$ cat src/rtl/fp_pkg.sv
// Shared floating-point types and helpers for the pipelined multiplier.
// Format-dependent constants are derived from the exponent/mantissa widths.
package fp_pkg;

    typedef enum logic [2:0] {
        ZERO,
        SUB,
        NORM,
        INF,
        QNAN,
        SNAN
    } fp_class_e;

    localparam logic RM_RNE = 1'b0;
    localparam logic RM_RTZ = 1'b1;

    localparam int unsigned FLAG_NX = 0;
    localparam int unsigned FLAG_UF = 1;
    localparam int unsigned FLAG_OF = 2;
    localparam int unsigned FLAG_NV = 3;

    function automatic int unsigned fp_bias(input int unsigned exp_w);
        return (32'd1 << (exp_w - 32'd1)) - 32'd1;
    endfunction

    // Returned at full 64-bit width; callers keep the low 1+exp_w+man_w bits.
    function automatic logic [63:0] fp_canon_nan(input int unsigned exp_w,
                                                 input int unsigned man_w);
        logic [63:0] v;
        v = '0;
        for (int unsigned i = 0; i < exp_w; i++) begin
            v[man_w + i] = 1'b1;
        end
        v[man_w - 1] = 1'b1;
        return v;
    endfunction

endpackage

$ cat src/rtl/fp_unpack.sv
// Operand unpack: classify, and normalise subnormals so the mantissa always carries a
// leading one at bit MAN_W with the exponent adjusted to match.
module fp_unpack
    import fp_pkg::*;
#(
    parameter int unsigned EXP_W = 8,
    parameter int unsigned MAN_W = 23,
    localparam int unsigned W = 1 + EXP_W + MAN_W,
    localparam int unsigned EW = EXP_W + 2
) (
    input  logic [W-1:0]          x_i,
    output logic                  sign_o,
    output fp_class_e             cls_o,
    output logic signed [EW-1:0]  exp_o,
    output logic [MAN_W:0]        man_o
);

    localparam logic signed [EW-1:0] BIAS_X = EW'(fp_bias(EXP_W));

    logic [EXP_W-1:0] e_fld;
    logic [MAN_W-1:0] m_fld;
    int               lz;
    logic             found;

    assign sign_o = x_i[W-1];
    assign e_fld  = x_i[W-2 -: EXP_W];
    assign m_fld  = x_i[MAN_W-1:0];

    always_comb begin
        lz    = 0;
        found = 1'b0;
        for (int i = int'(MAN_W) - 1; i >= 0; i--) begin
            if (!found && m_fld[i]) begin
                lz    = int'(MAN_W) - 1 - i;
                found = 1'b1;
            end
        end

        cls_o = NORM;
        exp_o = $signed({2'b00, e_fld}) - BIAS_X;
        man_o = {1'b1, m_fld};

        if (e_fld == '1) begin
            exp_o = '0;
            man_o = '0;
            if (m_fld == '0) begin
                cls_o = INF;
            end else if (m_fld[MAN_W-1]) begin
                cls_o = QNAN;
            end else begin
                cls_o = SNAN;
            end
        end else if (e_fld == '0) begin
            if (m_fld == '0) begin
                cls_o = ZERO;
                exp_o = '0;
                man_o = '0;
            end else begin
                // Value is 0.m * 2^(1-bias); shifting lz+1 puts the leading one on top.
                cls_o = SUB;
                exp_o = -BIAS_X - EW'(lz);
                man_o = {1'b0, m_fld} << (lz + 1);
            end
        end
    end

endmodule

$ cat src/rtl/fmul_pipe.sv
// Three-stage IEEE-754 multiplier (unpack / multiply / round+pack) with a global stall
// driven by the output handshake; RNE or RTZ per transaction, non-sticky flags.
module fmul_pipe
    import fp_pkg::*;
#(
    parameter int unsigned EXP_W = 8,
    parameter int unsigned MAN_W = 23,
    localparam int unsigned W = 1 + EXP_W + MAN_W
) (
    input  logic         clk,
    input  logic         rst_n,
    input  logic         in_valid,
    output logic         in_ready,
    input  logic [W-1:0] a,
    input  logic [W-1:0] b,
    input  logic         rm,
    output logic         out_valid,
    input  logic         out_ready,
    output logic [W-1:0] out,
    output logic [3:0]   flags
);

    localparam int unsigned EW = EXP_W + 2;
    localparam int unsigned PW = 2 * MAN_W + 2;
    localparam logic [63:0] NAN_FULL = fp_canon_nan(EXP_W, MAN_W);
    localparam logic [W-1:0] NAN_W = NAN_FULL[W-1:0];
    localparam logic signed [EW-1:0] BIAS_X = EW'(fp_bias(EXP_W));
    localparam logic signed [EW-1:0] BIAS_X1 = EW'(fp_bias(EXP_W) + 32'd1);
    localparam logic [EW-1:0] EXP_MAX = EW'((32'd1 << EXP_W) - 32'd1);

    typedef struct packed {
        logic           valid;
        logic           rm;
        logic           sign;
        logic           spec;
        logic           nv;
        logic [W-1:0]   res;
        logic [EW-1:0]  exp;
        logic [MAN_W:0] man_a;
        logic [MAN_W:0] man_b;
    } s1_t;

    typedef struct packed {
        logic          valid;
        logic          rm;
        logic          sign;
        logic          spec;
        logic          nv;
        logic [W-1:0]  res;
        logic [EW-1:0] exp;
        logic [PW-1:0] prod;
    } s2_t;

    s1_t s1_in, s1_d, s1_q;
    s2_t s2_in, s2_d, s2_q;

    logic         out_valid_d, out_valid_q;
    logic [W-1:0] out_d, out_q;
    logic [3:0]   flags_d, flags_q;
    logic         advance;

    assign advance  = !out_valid_q || out_ready;
    assign in_ready = advance && rst_n;

    // ---------------- S1: unpack and special-case decode ----------------
    logic                 sign_a, sign_b, sign_r;
    fp_class_e            cls_a, cls_b;
    logic signed [EW-1:0] exp_a, exp_b;
    logic [MAN_W:0]       man_a, man_b;

    fp_unpack #(
        .EXP_W (EXP_W),
        .MAN_W (MAN_W)
    ) u_unpack_a (
        .x_i    (a),
        .sign_o (sign_a),
        .cls_o  (cls_a),
        .exp_o  (exp_a),
        .man_o  (man_a)
    );

    fp_unpack #(
        .EXP_W (EXP_W),
        .MAN_W (MAN_W)
    ) u_unpack_b (
        .x_i    (b),
        .sign_o (sign_b),
        .cls_o  (cls_b),
        .exp_o  (exp_b),
        .man_o  (man_b)
    );

    assign sign_r = sign_a ^ sign_b;

    always_comb begin
        s1_in       = '0;
        s1_in.valid = in_valid;
        s1_in.rm    = rm;
        s1_in.sign  = sign_r;
        s1_in.exp   = exp_a + exp_b;
        s1_in.man_a = man_a;
        s1_in.man_b = man_b;
        s1_in.spec  = 1'b1;
        if (cls_a == SNAN || cls_b == SNAN) begin
            s1_in.res = NAN_W;
            s1_in.nv  = 1'b1;
        end else if (cls_a == QNAN || cls_b == QNAN) begin
            s1_in.res = NAN_W;
        end else if ((cls_a == INF && cls_b == ZERO) || (cls_a == ZERO && cls_b == INF)) begin
            s1_in.res = NAN_W;
            s1_in.nv  = 1'b1;
        end else if (cls_a == INF || cls_b == INF) begin
            s1_in.res = {sign_r, {EXP_W{1'b1}}, {MAN_W{1'b0}}};
        end else if (cls_a == ZERO || cls_b == ZERO) begin
            s1_in.res = {sign_r, {(W-1){1'b0}}};
        end else begin
            s1_in.spec = 1'b0;
        end
        s1_d = advance ? s1_in : s1_q;
    end

    // ---------------- S2: mantissa multiply ----------------
    always_comb begin
        s2_in       = '0;
        s2_in.valid = s1_q.valid;
        s2_in.rm    = s1_q.rm;
        s2_in.sign  = s1_q.sign;
        s2_in.spec  = s1_q.spec;
        s2_in.nv    = s1_q.nv;
        s2_in.res   = s1_q.res;
        s2_in.exp   = s1_q.exp;
        s2_in.prod  = s1_q.man_a * s1_q.man_b;
        s2_d        = advance ? s2_in : s2_q;
    end

    // ---------------- S3: normalise, round, pack ----------------
    logic [PW-1:0]         sig, shf;
    logic signed [EW-1:0]  be;
    logic [EW-1:0]         e_pre, be_r;
    logic [MAN_W-1:0]      frac;
    logic [EW+MAN_W-1:0]   rounded;
    logic                  tiny, sh_sticky, guard, rnd, stk, inc, inexact, ovf;
    int                    sh;
    logic [W-1:0]          res;
    logic [3:0]            flg;

    always_comb begin
        if (s2_q.prod[PW-1]) begin
            sig = s2_q.prod;
            be  = $signed(s2_q.exp) + BIAS_X1;
        end else begin
            sig = s2_q.prod << 1;
            be  = $signed(s2_q.exp) + BIAS_X;
        end
        tiny = be[EW-1] || (be == '0);

        // Denormalising shift happens before rounding so G/R/S see the final bit positions.
        sh        = tiny ? 1 - int'(be) : 0;
        shf       = sig >> sh;
        sh_sticky = 1'b0;
        for (int i = 0; i < int'(PW); i++) begin
            if (i < sh) begin
                sh_sticky = sh_sticky | sig[i];
            end
        end

        frac    = shf[PW-2 -: MAN_W];
        guard   = shf[PW-MAN_W-2];
        rnd     = shf[PW-MAN_W-3];
        stk     = (|shf[PW-MAN_W-4:0]) | sh_sticky;
        inexact = guard | rnd | stk;
        e_pre   = shf[PW-1] ? be : '0;
        inc     = (s2_q.rm == RM_RNE) && guard && (rnd || stk || frac[0]);
        // Packed add lets a mantissa carry ripple into the exponent field.
        rounded = {e_pre, frac} + {{(EW+MAN_W-1){1'b0}}, inc};
        be_r    = rounded[EW+MAN_W-1 -: EW];
        ovf     = (be_r >= EXP_MAX);

        res = {s2_q.sign, rounded[EXP_W+MAN_W-1:0]};
        flg = '0;
        if (s2_q.spec) begin
            res          = s2_q.res;
            flg[FLAG_NV] = s2_q.nv;
        end else if (ovf) begin
            if (s2_q.rm == RM_RTZ) begin
                res = {s2_q.sign, {(EXP_W-1){1'b1}}, 1'b0, {MAN_W{1'b1}}};
            end else begin
                res = {s2_q.sign, {EXP_W{1'b1}}, {MAN_W{1'b0}}};
            end
            flg[FLAG_OF] = 1'b1;
            flg[FLAG_NX] = 1'b1;
        end else begin
            flg[FLAG_NX] = inexact;
            flg[FLAG_UF] = tiny && inexact;
        end

        out_valid_d = out_valid_q;
        out_d       = out_q;
        flags_d     = flags_q;
        if (advance) begin
            out_valid_d = s2_q.valid;
            if (s2_q.valid) begin
                out_d   = res;
                flags_d = flg;
            end
        end
    end

    always_ff @(posedge clk) begin
        if (!rst_n) begin
            s1_q        <= '0;
            s2_q        <= '0;
            out_valid_q <= 1'b0;
            out_q       <= '0;
            flags_q     <= '0;
        end else begin
            s1_q        <= s1_d;
            s2_q        <= s2_d;
            out_valid_q <= out_valid_d;
            out_q       <= out_d;
            flags_q     <= flags_d;
        end
    end

    assign out_valid = out_valid_q;
    assign out       = out_q;
    assign flags     = flags_q;

endmodule

$ cat config.mk
export PLATFORM = sky130hd
export DESIGN_NAME = fmul_pipe
export DESIGN_NICKNAME = d
export VERILOG_FILES = /design/src/rtl/fp_pkg.sv /design/src/rtl/fp_unpack.sv /design/src/rtl/fmul_pipe.sv
export SDC_FILE = /design/constraint.sdc
export NUM_CORES = 2
export LEC_CHECK = 0
export BUFFER_PORTS_ARGS = -buffer_cell sky130_fd_sc_hd__buf_2
export CELL_PAD_IN_SITES_DETAIL_PLACEMENT = 0
export CELL_PAD_IN_SITES_GLOBAL_PLACEMENT = 1
export CORE_ASPECT_RATIO = 0.75
export CORE_MARGIN = 2
export CORE_UTILIZATION = 40
export DETAILED_ROUTE_END_ITERATION = 12
export PLACE_DENSITY_LB_ADDON = 0.1
export RECOVER_POWER = 50
export SLEW_MARGIN = 10
export SYNTH_ARGS = -nofsm -noshare
export SYNTH_HDL_FRONTEND = slang
export SYNTH_HIERARCHICAL = 1
export SYNTH_SLANG_ARGS = --single-unit
$ cat constraint.sdc
create_clock -name clk -period 14.1 [get_ports clk]
set_clock_uncertainty 0.2 [all_clocks]
set_input_delay 0.705 -clock clk [delete_from_list [all_inputs] [get_ports clk]]
set_output_delay 0.705 -clock clk [all_outputs]
set_load 0.01 [all_outputs]
==> flow_summary.toml <==
[layout]
antenna_cells_inserted = 0
final_layout_size_suffix_gt1_frac = 0.0784
nNetsFinal = 5042
num-fill-cells = 9043
multiInputGateArea_sq_mm = 0.0286
sequential_cell_area_sq_mm = 0.00339
areaGrowthSynthToFinish_pct = 5.16

[yosys]
synth_top_flop_cell = "sky130_fd_sc_hd__dfxtp_1"
post-synth-top-area-cell = "sky130_fd_sc_hd__fa_1"
seq_area_frac_synth = 0.0958
synthDominantCellAreaShare = 0.274
synth_cells = 4388
syn_area_sq_mm = 0.0353
synth-seq-cells = 169
ys.warnings.count = 6
synth.area.top_cells = "sky130_fd_sc_hd__fa_1 27%, sky130_fd_sc_hd__dfxtp_1 9.6%, sky130_fd_sc_hd__nand2_1 8.1%, sky130_fd_sc_hd__ha_1 6.8%, sky130_fd_sc_hd__inv_1 5.8%"
synthDistinctLibCells = 121
synth_edf_count = 0
synth_nets = 5133
synth.avg_cell_area_sq_um = 8.05
ys_async_sr_fraction = 0

[setup_path]
worst_r2r_startpoint = "s1_q[3]"
critPathArrivalTime_ps = 9450
cp-end-kind = "flop"
slowest_library_cell_on_the_worst_path = "sky130_fd_sc_hd__dfxtp_1"
startpoint_type = "flop"
cp_common_cell = "sky130_fd_sc_hd__fa_1"
reg2reg_to = "s2_q[46]"
timing.critical_path.slowest_cell_delay_ps = 1030
cp_data_required_time_ps = 14240
timing.setup.critical_path_class = "flop to flop"
count_of_cells_along_the_worst_register_to_register_path = 27
worst-r2r-setup-slack_ps = 4790
path_max_fanout = 25

[placed_design]
place.port_buffers = 106
gp_congestion = 0.938
dp_hpwl_um = 91500

[timing]
period_share = 0.660
max_slew_margin = -1.17
slew_viol_final = 263
rsz0062_at_grt = "false"
fmax_ghz = 0.107
final.hold.worst_slack_ps = 254
worst_pin_slew_ps = 3250
setup_viol_count_final = 0
tns_ps = 0
report.final.hold_viol_count = 0
finalWorstPathRequiredPeriod_ps = 9310

[global_route]
antenna_violations_before_repair = 1
via_count_of_the_first_global_routing_pass = 30500
grt_start_max_net_pins = 75
grt_usage = 0.262
grt_overflow = 0
first_pass_grt_wire_length_um = 185000

[clocking]
ctsLongestPathBuffers = 2
numCtsBuffers = 17
root_buffer = "sky130_fd_sc_hd__clkbuf_16"
tritoncts = "built"
clock-sinks = 169
clkTransAtPathRegs_ps = 80
cts_post_setup_buffers_inserted = 0
clk-insertion-delay-late_ps = 500
hold_fix_buffer_count_after_cts = 0
cts_max_level = 4
cts.repair.resized = 0

[detailed_routing]
first_iter_violations = 2496
wl_per_cell_um = 21.6
route.vias.total = 31100
iteration_count_of_the_initial_detailed_routing_pass = 6
drt_drc_violations_left = 0
routed_wl_um = 118000
route.detailed.vias_per_inst = 5.69
ant_nets = 0

[hold_path]
min_delay_worst_endpoint = "s1_q[43]"
hold_path_depth = 2
min-delay-path-class = "flop to flop"
hold_path_startpoint = "s1_q[43]"

[run_status]
status = "finished, violations left"
violations = "max-capacitance violations, max-slew violations"

[die]
design.core.area_sq_mm = 0.0876
die-height_um = 261
design.die.area_sq_mm = 0.0907
core.rowCount = 94
fp.dieW_um = 347
i_o_pins = 107
initial_utilization = 0.403

[power]
total_leakage_power_nw = 16.9
power-per-cell-area_mw_per_mm2 = 108
max-vdd-ir-drop_uv = 86.6

[run]
maxCapViolCount = 5
## metal layers
| layer | routed length, um | GRT usage |
|---|---|---|
| met1 | 58700 | 0.399 |
| met2 | 49100 | 0.385 |
| met3 | 8990 | 0.0521 |
| met4 | 1370 | 0.0426 |
| met5 | 0 | 0 |
## cells by family (layout without fill, tap and decap cells)
kind of cell / Yosys count / after routing / synth area share
AND/OR/NAND/NOR: 1596 / 1596 / 0.217
AO/OA/AOI/OAI: 841 / 841 / 0.162
buffers and inverters: 837 / 759 / 0.0942
adder cells (fa/ha/maj): 676 / 676 / 0.342
flip-flops: 169 / 169 / 0.0958
multiplexers: 163 / 163 / 0.0612
XOR/XNOR: 106 / 106 / 0.0280
## cell usage after synthesis, drive strengths merged (67+ instances only)
cell / n
dfxtp: 169
mux2i: 83
nor2: 236
ha: 193
o21ai: 137
nand2: 764
xnor2: 74
a21oi: 267
and2: 245
inv: 547
fa: 483
clkbuf: 222
buf: 67
nor3: 67
## report_power, final
group	switching [W]	total, W	internal (W)
Clock	0.000271	0.000518	0.000247
Sequential	0.0000861	0.000634	0.000548
Combinational	0.00175	0.00286	0.00111
Total	0.00210	0.00401	0.00190
## placed cells by master (no fill, tap or decap), types with 12 or more instances in the layout
cell type and n:
sky130_fd_sc_hd__nand2_1 761, sky130_fd_sc_hd__inv_1 546, sky130_fd_sc_hd__fa_1 483, sky130_fd_sc_hd__a21oi_1 265
sky130_fd_sc_hd__and2_1 245, sky130_fd_sc_hd__nor2_1 232, sky130_fd_sc_hd__ha_1 193, sky130_fd_sc_hd__dfxtp_1 168
sky130_fd_sc_hd__o21ai_0 121, sky130_fd_sc_hd__mux2i_1 80, sky130_fd_sc_hd__xnor2_1 72, sky130_fd_sc_hd__buf_4 67
sky130_fd_sc_hd__buf_2 66, sky130_fd_sc_hd__nor3_1 60, sky130_fd_sc_hd__nand3_1 57, sky130_fd_sc_hd__a211oi_1 46
sky130_fd_sc_hd__clkbuf_1 46, sky130_fd_sc_hd__and3_1 43, sky130_fd_sc_hd__mux2_2 42, sky130_fd_sc_hd__o22ai_1 39
sky130_fd_sc_hd__a22oi_1 34, sky130_fd_sc_hd__a221o_1 30, sky130_fd_sc_hd__xor2_1 29, sky130_fd_sc_hd__nand2b_1 28
sky130_fd_sc_hd__o211ai_1 27, sky130_fd_sc_hd__mux4_2 27, sky130_fd_sc_hd__nor4_1 24, sky130_fd_sc_hd__o21a_1 21
sky130_fd_sc_hd__o21bai_1 20, sky130_fd_sc_hd__a21o_1 19, sky130_fd_sc_hd__a31oi_1 19, sky130_fd_sc_hd__or3_1 17
sky130_fd_sc_hd__o31ai_1 17, sky130_fd_sc_hd__clkbuf_16 17, sky130_fd_sc_hd__nor2b_1 15, sky130_fd_sc_hd__nand4_1 15
sky130_fd_sc_hd__a221oi_1 14, sky130_fd_sc_hd__a211o_1 13, sky130_fd_sc_hd__or2_2 13, sky130_fd_sc_hd__a2bb2oi_1 12
## worst max-delay path by stage
stage	depth (start not counted)	slack, ps	from	endpoint
after global placement	27	5010	s1_q[3]	s2_q[46]
after CTS	27	4920	s1_q[3]	s2_q[46]
after global routing	27	4150	s1_q[3]	s2_q[46]
after floorplan	29	6340	s1_q[5]	s2_q[46]
after detailed placement	27	4910	s1_q[3]	s2_q[46]
final	27	4790	s1_q[3]	s2_q[46]
## critical path: cells and delay by family, from the launching register on
kind | cells | cell delay, ps
buf+inv | 3 | 140
xor+xnor | 1 | 160
flops | 1 | 1030
simple gates | 3 | 350
fa+ha+maj | 8 | 3440
compound gates | 12 | 3800
## final cells by class
type / count / share of cell area
multi-input cells: 3382 / 0.770
flip-flops and latches: 169 / 0.0912
inverters: 548 / 0.0554
well taps: 1152 / 0.0388
repair buffers: 179 / 0.0271
clock buffers: 17 / 0.0115
clock inverters: 15 / 0.00579
## flip-flops by register name, indices dropped and copies added, names as in the netlist
signal / count
s1_q: 66
s2_q: 66
out: 32
flags: 4
out_valid: 1
## through the flow
stage | area [sq um] | power (W) | setup slack, ps | cells | util
4_1_cts | 37200 | 0.00404 | 4920 | 5462 | 0.425
3_5_place_dp | 36600 | 0.00350 | 4910 | 5430 | 0.418
2_1_floorplan | 35300 | 0.00265 | 6340 | 4388 | -
3_3_place_gp | 36600 | 0.00351 | 5010 | 5430 | 0.418
6_report | 37100 | 0.00401 | 4790 | 5462 | 0.424
5_1_grt | 37100 | 0.00440 | 4150 | 5462 | 0.424
Power figures use the tool's default switching activity.
